==> config.mk <==
export PLATFORM = sky130hd
export DESIGN_NAME = step_phase_decoder
export DESIGN_NICKNAME = d
export VERILOG_FILES = /design/src/rtl/step_phase_decoder.sv
export SDC_FILE = /design/constraint.sdc
export NUM_CORES = 1
export LEC_CHECK = 0
export BUFFER_PORTS_ARGS = -buffer_cell sky130_fd_sc_hd__buf_2
export CORE_MARGIN = 5
export CORE_UTILIZATION = 38
export CTS_CLUSTER_SIZE = 10
export DETAILED_ROUTE_END_ITERATION = 16
export GPL_TIMING_DRIVEN = 0
export HOLD_SLACK_MARGIN = 0.08
export PLACE_DENSITY = 0.53
export SETUP_SLACK_MARGIN = 0.3
export SLEW_MARGIN = 0
export SYNTH_ARGS = -nofsm -noshare
export SYNTH_HDL_FRONTEND = slang
export SYNTH_SLANG_ARGS = --single-unit
==> constraint.sdc <==
create_clock -name clk -period 2.59 [get_ports clk]
set_input_delay 0.259 -clock clk [delete_from_list [all_inputs] [get_ports clk]]
set_output_delay 0.259 -clock clk [all_outputs]
set_load 0.1 [all_outputs]
==> src/rtl/step_phase_decoder.sv <==
// Closed-loop monitor for a 4-phase stepper drive: filters the phase bus and
// reconstructs steps, direction, position within a revolution and sequence faults.
module step_phase_decoder #(
  parameter int unsigned STABLE_CYC    = 4,
  parameter int unsigned STEPS_PER_REV = 200,
  parameter int unsigned POS_W         = 8,
  parameter int unsigned STALL_CYC     = 1000
) (
  input  logic             clk,
  input  logic             RST_n,
  input  logic             EN,
  input  logic [3:0]       M_IN,
  input  logic             clr_fault,
  output logic             step_pulse,
  output logic             dir,
  output logic [POS_W-1:0] pos,
  output logic             moving,
  output logic             fault,
  output logic [3:0]       err_cnt
);

  typedef enum logic [1:0] {StIdle, StTrack, StFault} state_e;

  localparam int unsigned     StallW     = $clog2(STALL_CYC + 1);
  localparam logic [3:0]      StableMax  = 4'(STABLE_CYC);
  localparam logic [POS_W-1:0] PosMax    = POS_W'(STEPS_PER_REV - 1);
  localparam logic [StallW-1:0] StallLast = StallW'(STALL_CYC - 1);

  state_e            state_q, state_d;
  logic [3:0]        sync_q, m_s_q, acc_q;
  logic [3:0]        cnt_q, cnt_d;
  logic [1:0]        last_idx_q, last_idx_d;
  logic [POS_W-1:0]  pos_q, pos_d;
  logic              dir_q, dir_d;
  logic              step_q, step_d;
  logic              moving_q, moving_d;
  logic [StallW-1:0] stall_q, stall_d;
  logic [3:0]        err_q, err_d;

  logic       accept;
  logic       ph_valid, ph_off;
  logic [1:0] ph_idx, idx_fwd, idx_rev;

  // Filter counter restarts whenever the synchronised pattern is about to change.
  always_comb begin
    cnt_d = cnt_q;
    if (sync_q != m_s_q) begin
      cnt_d = 4'd0;
    end else if (cnt_q != StableMax) begin
      cnt_d = cnt_q + 4'd1;
    end
  end

  assign accept = (cnt_q == StableMax) && (m_s_q != acc_q);

  always_comb begin
    ph_valid = 1'b1;
    ph_off   = 1'b0;
    ph_idx   = 2'd0;
    unique case (m_s_q)
      4'b1000: ph_idx = 2'd0;
      4'b0100: ph_idx = 2'd1;
      4'b0010: ph_idx = 2'd2;
      4'b0001: ph_idx = 2'd3;
      4'b0000: begin
        ph_valid = 1'b0;
        ph_off   = 1'b1;
      end
      default: ph_valid = 1'b0;
    endcase
  end

  assign idx_fwd = last_idx_q + 2'd1;
  assign idx_rev = last_idx_q - 2'd1;

  always_comb begin
    state_d    = state_q;
    last_idx_d = last_idx_q;
    pos_d      = pos_q;
    dir_d      = dir_q;
    step_d     = 1'b0;
    moving_d   = moving_q;
    stall_d    = stall_q;
    err_d      = err_q;
    unique case (state_q)
      StIdle: begin
        if (accept && EN && ph_valid) begin
          state_d    = StTrack;
          last_idx_d = ph_idx;
        end
      end
      StTrack: begin
        if (moving_q) begin
          if (stall_q == StallLast) begin
            moving_d = 1'b0;
          end else begin
            stall_d = stall_q + 1'b1;
          end
        end
        if (!EN) begin
          state_d  = StIdle;
          moving_d = 1'b0;
        end else if (accept) begin
          if (ph_off) begin
            state_d  = StIdle;
            moving_d = 1'b0;
          end else if (ph_valid && (ph_idx == idx_fwd)) begin
            pos_d      = (pos_q == PosMax) ? '0 : pos_q + 1'b1;
            dir_d      = 1'b1;
            step_d     = 1'b1;
            moving_d   = 1'b1;
            stall_d    = '0;
            last_idx_d = ph_idx;
          end else if (ph_valid && (ph_idx == idx_rev)) begin
            pos_d      = (pos_q == '0) ? PosMax : pos_q - 1'b1;
            dir_d      = 1'b0;
            step_d     = 1'b1;
            moving_d   = 1'b1;
            stall_d    = '0;
            last_idx_d = ph_idx;
          end else begin
            // Skipped phase or illegal pattern.
            state_d  = StFault;
            moving_d = 1'b0;
            err_d    = (err_q == 4'hF) ? err_q : err_q + 4'd1;
          end
        end
      end
      StFault: begin
        if (clr_fault) begin
          state_d = StIdle;
        end
      end
      default: state_d = StIdle;
    endcase
  end

  always_ff @(posedge clk or negedge RST_n) begin
    if (!RST_n) begin
      state_q    <= StIdle;
      sync_q     <= 4'd0;
      m_s_q      <= 4'd0;
      acc_q      <= 4'd0;
      cnt_q      <= 4'd0;
      last_idx_q <= 2'd0;
      pos_q      <= '0;
      dir_q      <= 1'b0;
      step_q     <= 1'b0;
      moving_q   <= 1'b0;
      stall_q    <= '0;
      err_q      <= 4'd0;
    end else begin
      state_q    <= state_d;
      sync_q     <= M_IN;
      m_s_q      <= sync_q;
      cnt_q      <= cnt_d;
      if (accept) begin
        acc_q <= m_s_q;
      end
      last_idx_q <= last_idx_d;
      pos_q      <= pos_d;
      dir_q      <= dir_d;
      step_q     <= step_d;
      moving_q   <= moving_d;
      stall_q    <= stall_d;
      err_q      <= err_d;
    end
  end

  assign step_pulse = step_q;
  assign dir        = dir_q;
  assign pos        = pos_q;
  assign moving     = moving_q;
  assign fault      = (state_q == StFault);
  assign err_cnt    = err_q;

endmodule
Word level (Yosys, flattened, before mapping). Cells that the tools add are included.

Logic and storage cells: 106. Register bits: 45. Bits of input ports: 8. Output and inout port bits: 16.

Mux-type cells: 43. Eq/ne operators: 24. Bitwise operators: 4. Reductions and logical operators: 16. $add $sub $neg: 7.

Operators with widths (number): $mux 10 (7); $mux 8 (4); $mux 2 (13); $mux 1 (14); $pmux 2 s3 (2); $add 10x1->10 const B (1); $eq 10x10->1 const B (1); $ne 2x2->1 const B (5); $reduce_and 5->1 (2); $add 4x1->4 const B (2); $add 8x1->8 const B (1); $eq 4x3->1 const B (2); $eq 4x4->1 const B (2); $eq 8x8->1 const B (1); $logic_not 8->1 (1); $mux 4 (2); $ne 4x4->1 (2); $ne 4x4->1 const B (2); $sub 8x1->8 const B (1); $reduce_and 7->1 (1); $ne 3x3->1 const B (2); $reduce_and 6->1 (1); $reduce_bool 2->1 (3); $logic_and 1x1->1 (5); 13 further kinds (17).

Longest topological paths before layout.
Depth after elaboration: 10. Mapped depth: 8.

Worst setup path after synthesis. OpenSTA, ideal clock, no wires.

Path type: register -> register. Start point: register pos_q[0], in the netlist pos[0]. End point: register pos_q[7], in the netlist pos[7]. Cell stages (with the launch flop): 7. Slack: 244 ps. Required time: 2460 ps. Setup time: 130 ps. Arrival time: 2216 ps. Cells stage by stage: dfrtp_1 ha_1 nor4bb_1 and2_1 o21ai_0 a221oi_1 o21ai_1.

Word-level cells in the longest chain between the ends: 4.

RTL lines: start: declaration (line 33) `logic [POS_W-1:0] pos_q, pos_d;`; start signal: assignment (line 161) `pos_q <= pos_d;`; $sub 8x1->8 or $logic_not 8->1 (tied branches) (line 115) `pos_d = (pos_q == '0) ? PosMax : pos_q - 1'b1;`; $mux 8 (line 115); $mux 8 (line 114) `end else if (ph_valid && (ph_idx == idx_rev)) begin`; $mux 8 (*) (line 107) `end else if (ph_valid && (ph_idx == idx_fwd)) begin`.

Mark *: on every way between the ends. The rest lies on a longest branch, timed or not. The select of a mux whose other input is x is not followed. A chain may end at the register's enable or synchronous reset.

Worst setup path after layout.
Start point: register m_s_q[1]. End point: register err_q[1], in the netlist err_cnt[1].

Word-level cells in the longest chain between the ends: 6.

RTL lines: start: declaration (line 30) `logic [3:0] sync_q, m_s_q, acc_q;`; start signal: assignment (line 155) `m_s_q <= sync_q;`; $eq 4x1->1, or another cell as far along (line 60) `unique case (m_s_q)`; $pmux 2 s3 or $reduce_or 4->1 (tied branches); $eq 2x2->1, or another cell as far along (line 114); $logic_and 1x1->1, on equally long branches (line 114, 107); $not 1->1 (no source line); $reduce_and 7->1 (no source line) (*); end signal: assignment (line 166) `err_q <= err_d;`; end: declaration (line 38) `logic [3:0] err_q, err_d;`.

Mark *: on every way between the ends. The rest lies on a longest branch, timed or not.

==> run summary <==
The flow ran to the end, and the final reports show no timing, DRC or antenna violations. The path type of the worst min-delay path is input pin to asynchronous set/reset pin. The worst setup path is launched from a register. The initial standard-cell utilization of the core came out at 39.2%.

The register clock-pin slew on the reported worst setup and hold paths is 90 ps. The worst endpoint data arrival time is 2320 ps. The number of hold-slack violations in the final timing report is 0. The power per unit of standard cell area came out at 421 nW/µm².

For this run, the post-layout net count is 317. The cell area after placement came out at 2910 µm². The number of antenna violations at the first check in global routing was 0. The share of the synthesized area in the top cell type is 42.2%. The root buffer cell chosen for the clock tree is sky130_fd_sc_hd__clkbuf_8. After Yosys synthesis, full adders, half adders and majority gates account for 3.28% of the synthesized area. The residual antenna-violating net count after detailed routing is 0. The die is 93.8 µm wide. The fraction of the mapped netlist area in compound gates is 18.6%. The number of fill cells is 671. The pin slew with the least headroom to its limit came out at 1020 ps.

The post-synth net total is 283. The CTS H-tree depth is 2. Clock skew on the completed layout was measured at 5.63 ps.

The count of buffers inserted at the top-level ports is 23. Measured against its own limit, the worst slew margin works out to 32.3%. The total routing resource utilization after global routing is 13.6%. For this run, the top clock speed supported by timing is 0.470 GHz.

The biggest fanout along the worst timing path came out at 10. The TritonCTS sink count came out at 45. The analysis attributes to cell leakage a power of 1.32 nW. Counting instances in the post-synthesis netlist gives the leading cell types as 45 x sky130_fd_sc_hd__dfrtp_1, 22 x sky130_fd_sc_hd__nor2_1, 15 x sky130_fd_sc_hd__xnor2_1. The proportion of synthesized chip area in sequential cells came out at 42.2%. The post-layout minimum cycle time came out at 2130 ps. The final worst-path cycle share came out at 82.1%.

Relative to the synthesized area, the layout overhead comes to 14.7%. Summed over all failing endpoints, the final setup total negative slack is 0 ps. The HPWL after detailed placement is 3950 µm. The post-synthesis register bit count came out at 45. The sum of routed wire length over all layers came out at 5520 µm.

The largest family of logic cells by synthesized area is simple AND/OR/NAND/NOR gates. Row generation in the floorplan step produced 30 rows. The share of layout cells above drive strength 1 is 20.8%. The max-capacitance violation count is 0.

The I/O pin total came out at 24. Summed over all instances, the cell type with the most area after synthesis is sky130_fd_sc_hd__dfrtp_1. The number of remaining DRC errors is 0. The core footprint is 6790 µm². The initial DRC count came out at 94. The longest clock path from root to sink contains 2 buffers. For the worst setup path, the data required time is 2780 ps.

The number of global-route vias before repair is 1989. Setup slack closes at 463 ps. The number of clock buffers inserted by TritonCTS came out at 5. The routed layout has 2060 vias.

The number of standard cells after synthesis is 268. Yosys instantiated no cell more often than sky130_fd_sc_hd__dfrtp_1. The synthesized design contains 0 enable-type register cells. The mean area per synthesized cell came out at 9.95 µm². Setup repair after global routing left no endpoint under its margin. After clock tree synthesis, the setup repair step added 0 buffers. Ranked by total cell area, the synthesized netlist is headed by sky130_fd_sc_hd__dfrtp_1 42%, sky130_fd_sc_hd__xnor2_1 4.9%, sky130_fd_sc_hd__ha_1 3.3%. The global-route congestion overflow total is 0.

Yosys mapped the design onto 63 distinct sky130hd cell types. The area occupied by registers is 1130 µm². The critical path capture point type is a register. The number of pins exceeding their max-slew limit in the final report is 0. The worst setup slack after placement is 457 ps. The cell area after layout came out at 3060 µm². In the synthesized netlist the dominant register cell turns out to be sky130_fd_sc_hd__dfrtp_1. The antenna diode count is 0. The area enclosed by the die boundary came out at 8790 µm². The clock tree from TritonCTS is built.

The first TritonRoute pass finished after 4 iterations. The first global-routing pass estimated 9600 µm of wire. The share of cell area taken by muxes after synthesis came out at 4.50%. The critical path is of the register to register type. Measured along the y axis, the die boundary spans 93.8 µm. The global placer's final weighted congestion came out at 0.795. The area of combinational cells with multiple inputs came out at 1450 µm². The peak supply drop came out at 196 µV. Summing the areas of all and, or, nand and nor instances in the mapped netlist gives 19.9% of the synthesized area. Using the TritonRoute via totals, the vias-per-cell ratio works out to 5.16. The largest net degree at the start of global routing came out at 46. In this run the cell area of the synthesized design comes to 2670 µm². The fraction of registers with async set/reset came out at 100%. The number of synthesis warnings came out at 0. After detailed routing, the average wire length per cell comes to 13.8 µm. The setup violation total in the final timing report is 0.

Of the total synthesized cell area, the portion taken by XOR and XNOR cells is 7.88%. The clock network latency to the later pin of the worst-skew pair is 300 ps.
-- worst paths after layout --
| path | start | to | depth (start not counted) | slack, ps |
|---|---|---|---|---|
| setup reg to reg | m_s_q[1] | err_cnt[1] | 6 | 460 |
| max in group asynchronous | RST_n | pos[2] | 1 | 1780 |
| min in group clk | EN | state_q[0] | 2 | 200 |
| hold reg to reg | sync_q[3] | m_s_q[3] | 0 | 400 |
| setup / recovery | m_s_q[1] | err_cnt[1] | 6 | 460 |
| hold / removal | RST_n | stall_q[0] | 1 | 130 |
-- power by group --
| group | switching [mW] | internal, mW |
|---|---|---|
| Combinational | 0.0463 | 0.0309 |
| Sequential | 0.00561 | 0.709 |
| Clock | 0.250 | 0.247 |
| Total | 0.302 | 0.987 |
-- critical path, stage by stage, from the launching register on --
cell and delay, ps:
sky130_fd_sc_hd__dfrtp_1 410, sky130_fd_sc_hd__buf_2 200, sky130_fd_sc_hd__xor2_1 200, sky130_fd_sc_hd__o41a_1 470, sky130_fd_sc_hd__and4bb_2 300, sky130_fd_sc_hd__nand2_1 110, sky130_fd_sc_hd__mux2_1 330
-- registers in the layout (all words and copies together) (netlist names) --
signal,count
acc_q,4
cnt_q,4
dir,1
err_cnt,4
last_idx_q,2
m_s_q,4
moving,1
pos,8
stall_q,10
state_q,2
step_pulse,1
sync_q,4
-- timing repair --
action | in CTS | in global routing
gates resized for setup | 0 | 1
endpoints found under the setup margin | 0 | 1
endpoints found under the hold margin | 4 | 0
hold buffers | 4 | 0
-- area by class of cell --
cell class / count / share of cell area (%)
sequential: 45 / 37.0
clock inverter: 1 / 0.286
tap: 96 / 3.93
timing repair buffer: 27 / 5.07
inverter: 13 / 1.60
multi-input combinational: 200 / 47.4
clock buffer: 7 / 3.15
buffer: 10 / 1.55
-- per-stage QoR --
step           hold WS [ps]  util [%]  power, mW  instances
3_5_place_dp            368      42.8      0.804        387
3_3_place_gp            367      42.8      0.803        387
4_1_cts                 177      44.9       1.31        399
2_1_floorplan         -36.6         -      0.773        268
6_report                131      45.0       1.29        399
5_1_grt                 186      45.0       1.36        399
-- cells by family after synthesis --
family          after synthesis
compound gates               66
xor+xnor                     24
fa+ha+maj                     7
buf+inv                      23
flops                        45
mux                          11
simple gates                 92
-- cells in the final DEF (no fill, tap or decap), types with 3 or more instances in the layout --
master / instances
sky130_fd_sc_hd__o21ai_1: 9
sky130_fd_sc_hd__nand4_1: 4
sky130_fd_sc_hd__a21oi_1: 10
sky130_fd_sc_hd__buf_2: 28
sky130_fd_sc_hd__xor2_1: 9
sky130_fd_sc_hd__and3_1: 8
sky130_fd_sc_hd__and2_1: 5
sky130_fd_sc_hd__a21o_1: 3
sky130_fd_sc_hd__a211oi_1: 5
sky130_fd_sc_hd__mux2_2: 7
sky130_fd_sc_hd__nor2_1: 22
sky130_fd_sc_hd__nor3_1: 8
sky130_fd_sc_hd__ha_1: 7
sky130_fd_sc_hd__a31oi_1: 5
sky130_fd_sc_hd__dlygate4sd3_1: 4
sky130_fd_sc_hd__inv_1: 12
sky130_fd_sc_hd__xnor2_1: 15
sky130_fd_sc_hd__o21ai_0: 7
sky130_fd_sc_hd__clkbuf_8: 7
sky130_fd_sc_hd__nor2b_1: 3
sky130_fd_sc_hd__mux2i_1: 3
sky130_fd_sc_hd__nand2_1: 10
sky130_fd_sc_hd__dfrtp_2: 4
sky130_fd_sc_hd__dfrtp_1: 41
sky130_fd_sc_hd__nand3_1: 9
sky130_fd_sc_hd__clkbuf_1: 4
sky130_fd_sc_hd__o31ai_1: 3
-- per-layer routing --
| layer | vias to the layer above | track usage, % | wire length (µm) |
|---|---|---|---|
| met5 | - | 0 | 0 |
| met4 | 0 | 3.49 | 61 |
| met3 | 7 | 3.61 | 209 |
| met2 | 32 | 21.9 | 2590 |
| met1 | 973 | 18.1 | 2660 |
| li1 | 1048 | - | - |
Power figures use the tool's default switching activity.
